**src/rtl/riscv_ctrl_pkg.sv**
```systemverilog
// Shared constants for the RISC-V control path: opcodes, FSM state
// encodings, ALUOp/ALUControl codes and datapath mux selects.
package riscv_ctrl_pkg;

  localparam logic [6:0] OP_LW  = 7'b0000011;
  localparam logic [6:0] OP_SW  = 7'b0100011;
  localparam logic [6:0] OP_R   = 7'b0110011;
  localparam logic [6:0] OP_I   = 7'b0010011;
  localparam logic [6:0] OP_BEQ = 7'b1100011;
  localparam logic [6:0] OP_JAL = 7'b1101111;

  localparam logic [3:0] S_FETCH    = 4'd0;
  localparam logic [3:0] S_DECODE   = 4'd1;
  localparam logic [3:0] S_MEMADR   = 4'd2;
  localparam logic [3:0] S_MEMREAD  = 4'd3;
  localparam logic [3:0] S_MEMWB    = 4'd4;
  localparam logic [3:0] S_MEMWRITE = 4'd5;
  localparam logic [3:0] S_EXECUTER = 4'd6;
  localparam logic [3:0] S_EXECUTEI = 4'd7;
  localparam logic [3:0] S_ALUWB    = 4'd8;
  localparam logic [3:0] S_BEQ      = 4'd9;
  localparam logic [3:0] S_JAL      = 4'd10;

  localparam logic [1:0] ALUOP_ADD   = 2'b00;
  localparam logic [1:0] ALUOP_SUB   = 2'b01;
  localparam logic [1:0] ALUOP_FUNCT = 2'b10;

  localparam logic [2:0] ALU_ADD = 3'b000;
  localparam logic [2:0] ALU_SUB = 3'b001;
  localparam logic [2:0] ALU_AND = 3'b010;
  localparam logic [2:0] ALU_OR  = 3'b011;
  localparam logic [2:0] ALU_SLT = 3'b101;

  localparam logic [1:0] SRCA_PC    = 2'b00;
  localparam logic [1:0] SRCA_OLDPC = 2'b01;
  localparam logic [1:0] SRCA_REG   = 2'b10;

  localparam logic [1:0] SRCB_REG  = 2'b00;
  localparam logic [1:0] SRCB_IMM  = 2'b01;
  localparam logic [1:0] SRCB_FOUR = 2'b10;

  localparam logic [1:0] RES_ALUOUT    = 2'b00;
  localparam logic [1:0] RES_DATA      = 2'b01;
  localparam logic [1:0] RES_ALURESULT = 2'b10;

  localparam logic [1:0] IMM_I = 2'b00;
  localparam logic [1:0] IMM_S = 2'b01;
  localparam logic [1:0] IMM_B = 2'b10;
  localparam logic [1:0] IMM_J = 2'b11;

  // Immediate format depends only on the opcode, never on the FSM state.
  function automatic logic [1:0] imm_src(input logic [6:0] op);
    case (op)
      OP_SW:   return IMM_S;
      OP_BEQ:  return IMM_B;
      OP_JAL:  return IMM_J;
      default: return IMM_I;
    endcase
  endfunction

endpackage

```
**src/rtl/multicycle_controller_if.sv**
```systemverilog
// Instruction fields and status in, datapath control out.
// master = controller side, slave = datapath side.
interface multicycle_controller_if;
  logic [6:0] op;
  logic [2:0] funct3;
  logic       funct7b5;
  logic       Zero;
  logic [1:0] ImmSrc;
  logic [1:0] ALUSrcA;
  logic [1:0] ALUSrcB;
  logic [1:0] ResultSrc;
  logic       AdrSrc;
  logic [2:0] ALUControl;
  logic       IRWrite;
  logic       PCWrite;
  logic       RegWrite;
  logic       MemWrite;
  logic       IllegalOp;

  modport master (
    input  op, funct3, funct7b5, Zero,
    output ImmSrc, ALUSrcA, ALUSrcB, ResultSrc, AdrSrc, ALUControl,
           IRWrite, PCWrite, RegWrite, MemWrite, IllegalOp
  );

  modport slave (
    output op, funct3, funct7b5, Zero,
    input  ImmSrc, ALUSrcA, ALUSrcB, ResultSrc, AdrSrc, ALUControl,
           IRWrite, PCWrite, RegWrite, MemWrite, IllegalOp
  );
endinterface

```
**src/rtl/alu_decoder.sv**
```systemverilog
// Combinational ALUOp/funct decode to ALUControl; shared with the
// single-cycle controller.
module alu_decoder
  import riscv_ctrl_pkg::*;
(
  input  logic [1:0] ALUOp,
  input  logic [2:0] funct3,
  input  logic       op5,
  input  logic       funct7b5,
  output logic [2:0] ALUControl
);

  // Only R-type (op[5]=1) with funct7b5 selects sub; addi never does.
  always_comb begin
    ALUControl = ALU_ADD;
    case (ALUOp)
      ALUOP_ADD: ALUControl = ALU_ADD;
      ALUOP_SUB: ALUControl = ALU_SUB;
      ALUOP_FUNCT: begin
        case (funct3)
          3'b000:  ALUControl = (op5 & funct7b5) ? ALU_SUB : ALU_ADD;
          3'b010:  ALUControl = ALU_SLT;
          3'b110:  ALUControl = ALU_OR;
          3'b111:  ALUControl = ALU_AND;
          default: ALUControl = ALU_ADD;
        endcase
      end
      default: ALUControl = ALU_ADD;
    endcase
  end

endmodule

```
**src/rtl/multicycle_controller.sv**
```systemverilog
// Moore control FSM for the multicycle RV32I core.
//
// state    | meaning
// FETCH    | read instruction at PC, PC <= PC + 4
// DECODE   | compute branch/jump target, dispatch on opcode
// MEMADR   | effective address for lw/sw
// MEMREAD  | read data memory
// MEMWB    | write loaded data to register file
// MEMWRITE | write data memory
// EXECUTER | R-type ALU operation
// EXECUTEI | I-type ALU operation
// ALUWB    | write ALU result to register file
// BEQ      | compare and conditionally load branch target
// JAL      | load jump target, compute link address
module multicycle_controller
  import riscv_ctrl_pkg::*;
#(
  parameter int STATE_W = 4
) (
  input  logic                   clk,
  input  logic                   reset,
  multicycle_controller_if.master bus
);

  typedef enum logic [STATE_W-1:0] {
    FETCH    = STATE_W'(S_FETCH),
    DECODE   = STATE_W'(S_DECODE),
    MEMADR   = STATE_W'(S_MEMADR),
    MEMREAD  = STATE_W'(S_MEMREAD),
    MEMWB    = STATE_W'(S_MEMWB),
    MEMWRITE = STATE_W'(S_MEMWRITE),
    EXECUTER = STATE_W'(S_EXECUTER),
    EXECUTEI = STATE_W'(S_EXECUTEI),
    ALUWB    = STATE_W'(S_ALUWB),
    BEQ      = STATE_W'(S_BEQ),
    JAL      = STATE_W'(S_JAL)
  } state_t;

  state_t     state;
  logic [1:0] alu_op;
  logic       pc_update;
  logic       branch;
  logic       ir_write;
  logic       reg_write;
  logic       mem_write;
  logic       illegal;
  logic       op_known;

  assign op_known = (bus.op == OP_LW) || (bus.op == OP_SW) || (bus.op == OP_R) ||
                    (bus.op == OP_I)  || (bus.op == OP_BEQ) || (bus.op == OP_JAL);

  // State register; unused encodings fall back to FETCH.
  always_ff @(posedge clk or posedge reset) begin
    if (reset) begin
      state <= FETCH;
    end else begin
      case (state)
        FETCH:  state <= DECODE;
        DECODE: begin
          case (bus.op)
            OP_LW, OP_SW: state <= MEMADR;
            OP_R:         state <= EXECUTER;
            OP_I:         state <= EXECUTEI;
            OP_JAL:       state <= JAL;
            OP_BEQ:       state <= BEQ;
            default:      state <= FETCH;
          endcase
        end
        MEMADR:   state <= (bus.op == OP_LW) ? MEMREAD : MEMWRITE;
        MEMREAD:  state <= MEMWB;
        MEMWB:    state <= FETCH;
        MEMWRITE: state <= FETCH;
        EXECUTER: state <= ALUWB;
        EXECUTEI: state <= ALUWB;
        ALUWB:    state <= FETCH;
        BEQ:      state <= FETCH;
        JAL:      state <= ALUWB;
        default:  state <= FETCH;
      endcase
    end
  end

  // Moore output decode; anything not set for a state stays 0.
  always_comb begin
    bus.ALUSrcA   = SRCA_PC;
    bus.ALUSrcB   = SRCB_REG;
    bus.ResultSrc = RES_ALUOUT;
    bus.AdrSrc    = 1'b0;
    alu_op        = ALUOP_ADD;
    ir_write      = 1'b0;
    pc_update     = 1'b0;
    branch        = 1'b0;
    reg_write     = 1'b0;
    mem_write     = 1'b0;
    illegal       = 1'b0;
    case (state)
      FETCH: begin
        bus.ALUSrcB   = SRCB_FOUR;
        bus.ResultSrc = RES_ALURESULT;
        ir_write      = 1'b1;
        pc_update     = 1'b1;
      end
      DECODE: begin
        bus.ALUSrcA = SRCA_OLDPC;
        bus.ALUSrcB = SRCB_IMM;
        illegal     = ~op_known;
      end
      MEMADR: begin
        bus.ALUSrcA = SRCA_REG;
        bus.ALUSrcB = SRCB_IMM;
      end
      MEMREAD:  bus.AdrSrc = 1'b1;
      MEMWB: begin
        bus.ResultSrc = RES_DATA;
        reg_write     = 1'b1;
      end
      MEMWRITE: begin
        bus.AdrSrc = 1'b1;
        mem_write  = 1'b1;
      end
      EXECUTER: begin
        bus.ALUSrcA = SRCA_REG;
        alu_op      = ALUOP_FUNCT;
      end
      EXECUTEI: begin
        bus.ALUSrcA = SRCA_REG;
        bus.ALUSrcB = SRCB_IMM;
        alu_op      = ALUOP_FUNCT;
      end
      ALUWB: reg_write = 1'b1;
      BEQ: begin
        bus.ALUSrcA = SRCA_REG;
        alu_op      = ALUOP_SUB;
        branch      = 1'b1;
      end
      JAL: begin
        bus.ALUSrcA = SRCA_OLDPC;
        bus.ALUSrcB = SRCB_FOUR;
        pc_update   = 1'b1;
      end
      default: ;
    endcase
  end

  // Write enables are held low for the whole reset assertion, including
  // the FETCH state that reset forces.
  assign bus.IRWrite   = ir_write & ~reset;
  assign bus.PCWrite   = (pc_update | (branch & bus.Zero)) & ~reset;
  assign bus.RegWrite  = reg_write & ~reset;
  assign bus.MemWrite  = mem_write & ~reset;
  assign bus.IllegalOp = illegal & ~reset;
  assign bus.ImmSrc    = imm_src(bus.op);

  alu_decoder u_alu_decoder (
    .ALUOp      (alu_op),
    .funct3     (bus.funct3),
    .op5        (bus.op[5]),
    .funct7b5   (bus.funct7b5),
    .ALUControl (bus.ALUControl)
  );

endmodule

```
**src/flat_wrapper.sv**
```systemverilog
// flat-port wrapper written by rule: the top's interface ports become plain ports
module multicycle_controller_flat import riscv_ctrl_pkg::*;
#(
  parameter int STATE_W = 4
)
  (clk, reset, bus_op, bus_funct3, bus_funct7b5, bus_Zero, bus_ImmSrc, bus_ALUSrcA, bus_ALUSrcB, bus_ResultSrc, bus_AdrSrc, bus_ALUControl, bus_IRWrite, bus_PCWrite, bus_RegWrite, bus_MemWrite, bus_IllegalOp);
  multicycle_controller_if bus_i ();
  input  logic clk;
  input  logic reset;
  input wire logic [$bits(bus_i.op)-1:0] bus_op;
  input wire logic [$bits(bus_i.funct3)-1:0] bus_funct3;
  input wire logic [$bits(bus_i.funct7b5)-1:0] bus_funct7b5;
  input wire logic [$bits(bus_i.Zero)-1:0] bus_Zero;
  output wire logic [$bits(bus_i.ImmSrc)-1:0] bus_ImmSrc;
  output wire logic [$bits(bus_i.ALUSrcA)-1:0] bus_ALUSrcA;
  output wire logic [$bits(bus_i.ALUSrcB)-1:0] bus_ALUSrcB;
  output wire logic [$bits(bus_i.ResultSrc)-1:0] bus_ResultSrc;
  output wire logic [$bits(bus_i.AdrSrc)-1:0] bus_AdrSrc;
  output wire logic [$bits(bus_i.ALUControl)-1:0] bus_ALUControl;
  output wire logic [$bits(bus_i.IRWrite)-1:0] bus_IRWrite;
  output wire logic [$bits(bus_i.PCWrite)-1:0] bus_PCWrite;
  output wire logic [$bits(bus_i.RegWrite)-1:0] bus_RegWrite;
  output wire logic [$bits(bus_i.MemWrite)-1:0] bus_MemWrite;
  output wire logic [$bits(bus_i.IllegalOp)-1:0] bus_IllegalOp;
  assign bus_i.op = bus_op;
  assign bus_i.funct3 = bus_funct3;
  assign bus_i.funct7b5 = bus_funct7b5;
  assign bus_i.Zero = bus_Zero;
  assign bus_ImmSrc = bus_i.ImmSrc;
  assign bus_ALUSrcA = bus_i.ALUSrcA;
  assign bus_ALUSrcB = bus_i.ALUSrcB;
  assign bus_ResultSrc = bus_i.ResultSrc;
  assign bus_AdrSrc = bus_i.AdrSrc;
  assign bus_ALUControl = bus_i.ALUControl;
  assign bus_IRWrite = bus_i.IRWrite;
  assign bus_PCWrite = bus_i.PCWrite;
  assign bus_RegWrite = bus_i.RegWrite;
  assign bus_MemWrite = bus_i.MemWrite;
  assign bus_IllegalOp = bus_i.IllegalOp;
  multicycle_controller #(.STATE_W(STATE_W)) u_core (.clk(clk), .reset(reset), .bus(bus_i));
endmodule
```
**config.mk**
```make
export PLATFORM = sky130hd
export DESIGN_NAME = multicycle_controller_flat
export DESIGN_NICKNAME = d
export VERILOG_FILES = /design/src/rtl/riscv_ctrl_pkg.sv /design/src/rtl/multicycle_controller_if.sv /design/src/rtl/alu_decoder.sv /design/src/rtl/multicycle_controller.sv /design/src/flat_wrapper.sv
export SDC_FILE = /design/constraint.sdc
export NUM_CORES = 1
export LEC_CHECK = 0
export CORE_ASPECT_RATIO = 1.2
export CORE_UTILIZATION = 35
export DETAILED_ROUTE_END_ITERATION = 10
export PLACE_DENSITY = 0.83
export SYNTH_ARGS = -nofsm -noshare
export SYNTH_HDL_FRONTEND = slang
export SYNTH_HIERARCHICAL = 1
export SYNTH_SLANG_ARGS = --single-unit
```
**constraint.sdc**
```tcl
create_clock -name clk -period 2.05 [get_ports clk]
set_clock_uncertainty 0.1 [all_clocks]
set_input_delay 0.3075 -clock clk [delete_from_list [all_inputs] [get_ports clk]]
set_output_delay 0.3075 -clock clk [all_outputs]
set_load 0.1 [all_outputs]
```
==> results.json <==
{
  "ff_latch_area_um2": 100,
  "start_util_pct": 36.9,
  "cts_max_level": 1,
  "min_path_type": "primary input to asynchronous set/reset pin",
  "critPathCaptureType": "primary output",
  "synth_edf_count": 0,
  "maxCapViolCount": 0,
  "crit_fanout": 3,
  "io_pins": 31,
  "vias": 855,
  "p_sw_share_pct": 57.6,
  "nets": 140,
  "worstSkewPairLatency_ns": 0.23,
  "antenna_found_initial": 0,
  "portBuffers": 30,
  "worstPathArrival_ns": 1.82,
  "p_leak_uw": 0.000591,
  "ant_nets": 0,
  "mappedNetlistArea_um2": 598,
  "worst_pin_slew_ns": 0.347,
  "path_clk_slew_ns": 0.04,
  "top_usage_layer": "met2",
  "syn-mean-instance-area_um2": 7.77,
  "power_uw": 1380,
  "clock-root-buffer": "clkbuf_4",
  "synth.area.top_cells": "dfrtp_1, nor3_1, nor3b_1",
  "multi_input_area_um2": 691,
  "synthXorXnorAreaFrac_pct": 5.86,
  "track_usage_pct": 28.8,
  "synthFlopType": "dfrtp_1",
  "drive_gt1_share_pct": 59.8,
  "core_area_um2": 1620,
  "synth_compound_area_share_pct": 19.5,
  "rsz0062_at_grt": "yes",
  "synth.area.mux_share_pct": 0,
  "pwr-share-clk_pct": 7.0,
  "dpl.hpwl_mm": 1.68,
  "top_register": "u_core/state",
  "largest_reg_flops": 4,
  "drt_wl_total_mm": 2.78,
  "setup_slack_ns": -0.173,
  "cts_made_buffers": 3,
  "synth_top_area_share_pct": 16.7,
  "reg_top3": "u_core/state (4)",
  "synth_top_family_by_area": "simple AND/OR/NAND/NOR gates",
  "syn-num-nets": 93,
  "diodes": 0,
  "seqPwrFrac_pct": 7.5,
  "grt_pass1_wl_mm": 3.48,
  "crit_path_start_kind": "flop",
  "period_minus_slack_ns": 2.22,
  "clock.fmax_mhz": 450,
  "wl_per_cell_um": 19.8,
  "dieWidth_um": 39.7,
  "syn2layout_area_growth_pct": 146,
  "first_iter_violations": 38,
  "globalRouteMet2Util_pct": 51.1,
  "final_core_util_pct": 90.9,
  "fin_crit_sh_pct": 108,
  "ys_seq_area_share_pct": 16.7,
  "intPower_uw": 584,
  "r2r_cells": 5,
  "yosys_warnings": 6,
  "power_frac_comb_pct": 85.5,
  "max_stage_delay_ns": 0.37,
  "cts_tree": "yes",
  "powerDensity_nw_per_um2": 935,
  "finalMaxSlewViolations": 0,
  "grt_max_degree": 17,
  "ys_async_sr_fraction_pct": 100,
  "cts_buffer_depth": 2,
  "postSynthCellCount": 77,
  "slowest_stage": "dfrtp_1",
  "crit_cells": 6,
  "place_congestion": 0.718,
  "path_delay_family": "simple AND/OR/NAND/NOR gates",
  "hold_buffers": 0,
  "viasPerCell": 6.11,
  "ir_drop_mv": 0.899,
  "design.die.area_um2": 1880,
  "crit_path_cell_trace": "buf_4 -> nor2b_4 -> and2_4 -> ha_4 -> nor4b_4 -> buf_12",
  "rows": 16,
  "drc": 0,
  "overflow": 0,
  "required_ns": 1.64,
  "die_h_um": 47.3,
  "violations": "negative setup slack",
  "yosysUniqueCellTypes": 36,
  "p_switching_uw": 794,
  "critPathKind": "flop to primary output",
  "timing.slew.headroom_pct": 76.7,
  "synthSimpleGateAreaFrac_pct": 45.2,
  "dr.pass1.iters": 4,
  "synthAdderAreaFrac_pct": 4.18,
  "path_buf_inv": 2,
  "nFillCells": 65,
  "met3_usage_pct": 7.58,
  "met1_usage_pct": 28.6,
  "synth_top_cell_by_area": "dfrtp_1",
  "yosys_register_bits": 4,
  "setup_violations": 5,
  "run_status": "finished with violations",
  "hold_violations": 0,
  "grt_pass1_vias": 808,
  "cts_sinks": 4
}
==> synthesized netlist by cell type, types with 3 or more instances <==
cell type and instances:
nor3b_1 4, nor2_1 6, inv_1 4, nand2_1 4, dfrtp_1 4, o22a_1 3
nor3_1 8, buf_2 5, nand2b_1 4
==> through the flow <==
stage	area, µm²	hold slack (ns)	setup TNS, ns	setup WS [ns]	cells
after floorplan	732	-0.0264	-7.61	-1.41	77
after global placement	1310	0.586	-0.127	-0.0631	135
after detailed placement	1310	0.592	-0.414	-0.126	135
after CTS	1430	0.355	-0.690	-0.189	139
after global routing	1470	0.377	-1.07	-0.245	140
final	1470	0.354	-0.789	-0.173	140
==> layout make-up <==
cell class | count | share of cell area, %
clock buffers | 3 | 1.53
inverters | 4 | 1.02
multi-input cells | 62 | 46.9
flip-flops and latches | 4 | 6.79
well taps | 18 | 1.53
repair buffers | 49 | 42.3
==> worst register-to-register path: cells and delay by family, from the launching register on <==
| family | cells | cell delay, ns |
|---|---|---|
| compound gates | 2 | 0.42 |
| buf+inv | 2 | 0.31 |
| flops | 1 | 0.33 |
| simple gates | 1 | 0.45 |
==> final timing paths <==
path,startpoint,to,slack [ns]
worst max-delay path,u_core/state[1],bus_ALUControl[2],-0.17
worst min-delay path,reset,u_core/state[0],0.35
worst max register to register,u_core/state[1],u_core/state[1],0.36
worst min register to register,u_core/state[0],u_core/state[0],0.73
max in group asynchronous,reset,u_core/state[2],1.34
min in group clk,bus_op[1],u_core/state[1],0.51
==> per-layer routing <==
| layer | wire, µm | vias to the layer above | part of all wire (%) |
|---|---|---|---|
| met2 | 1470 | 54 | 53 |
| met3 | 174 | 20 | 6.3 |
| met5 | 0 | - | 0 |
| met1 | 985 | 407 | 35 |
| li1 | - | 374 | - |
| met4 | 142 | 0 | 5.1 |
==> cells by family (layout without fill, tap and decap cells) <==
group | after synthesis | after routing
compound gates | 13 | 13
simple gates | 43 | 43
flops | 4 | 4
xor+xnor | 4 | 4
fa+ha+maj | 2 | 2
buf+inv | 11 | 56
==> timing repair <==
action	4_1_cts	5_1_grt
gates resized for setup	20	7
gates cloned	0	0
buffers inserted	1	1
setup endpoints to repair	6	10
pin swaps	5	8
==> cells in the final DEF (no fill, tap or decap), types with 2 or more instances in the layout <==
| master | count |
|---|---|
| nor3_4 | 5 |
| buf_4 | 18 |
| nor2_2 | 2 |
| inv_1 | 2 |
| inv_2 | 2 |
| a211o_1 | 2 |
| nor3b_1 | 2 |
| nand2b_1 | 3 |
| nor4_2 | 2 |
| nand3b_1 | 2 |
| a21oi_2 | 2 |
| nor3_2 | 2 |
| clkbuf_4 | 3 |
| nand2_1 | 4 |
| nor2_1 | 2 |
| nor2_4 | 2 |
| dlymetal6s2s_1 | 3 |
| or3b_1 | 2 |
| buf_12 | 17 |
| ha_4 | 2 |
| clkdlybuf4s50_1 | 9 |
| nand2b_4 | 2 |
| dfrtp_1 | 4 |
| o22a_1 | 3 |
==> power by group through the flow <==
stage / Clock [µW] / Combinational, µW / Sequential, µW
CTS: 98.5 / 1140 / 103
finish: 96.5 / 1180 / 103
global route: 100 / 1200 / 104
floorplan: 0 / 720 / 112
global placement: 0 / 1100 / 103
detailed placement: 0 / 1120 / 103
Power figures use the tool's default switching activity.
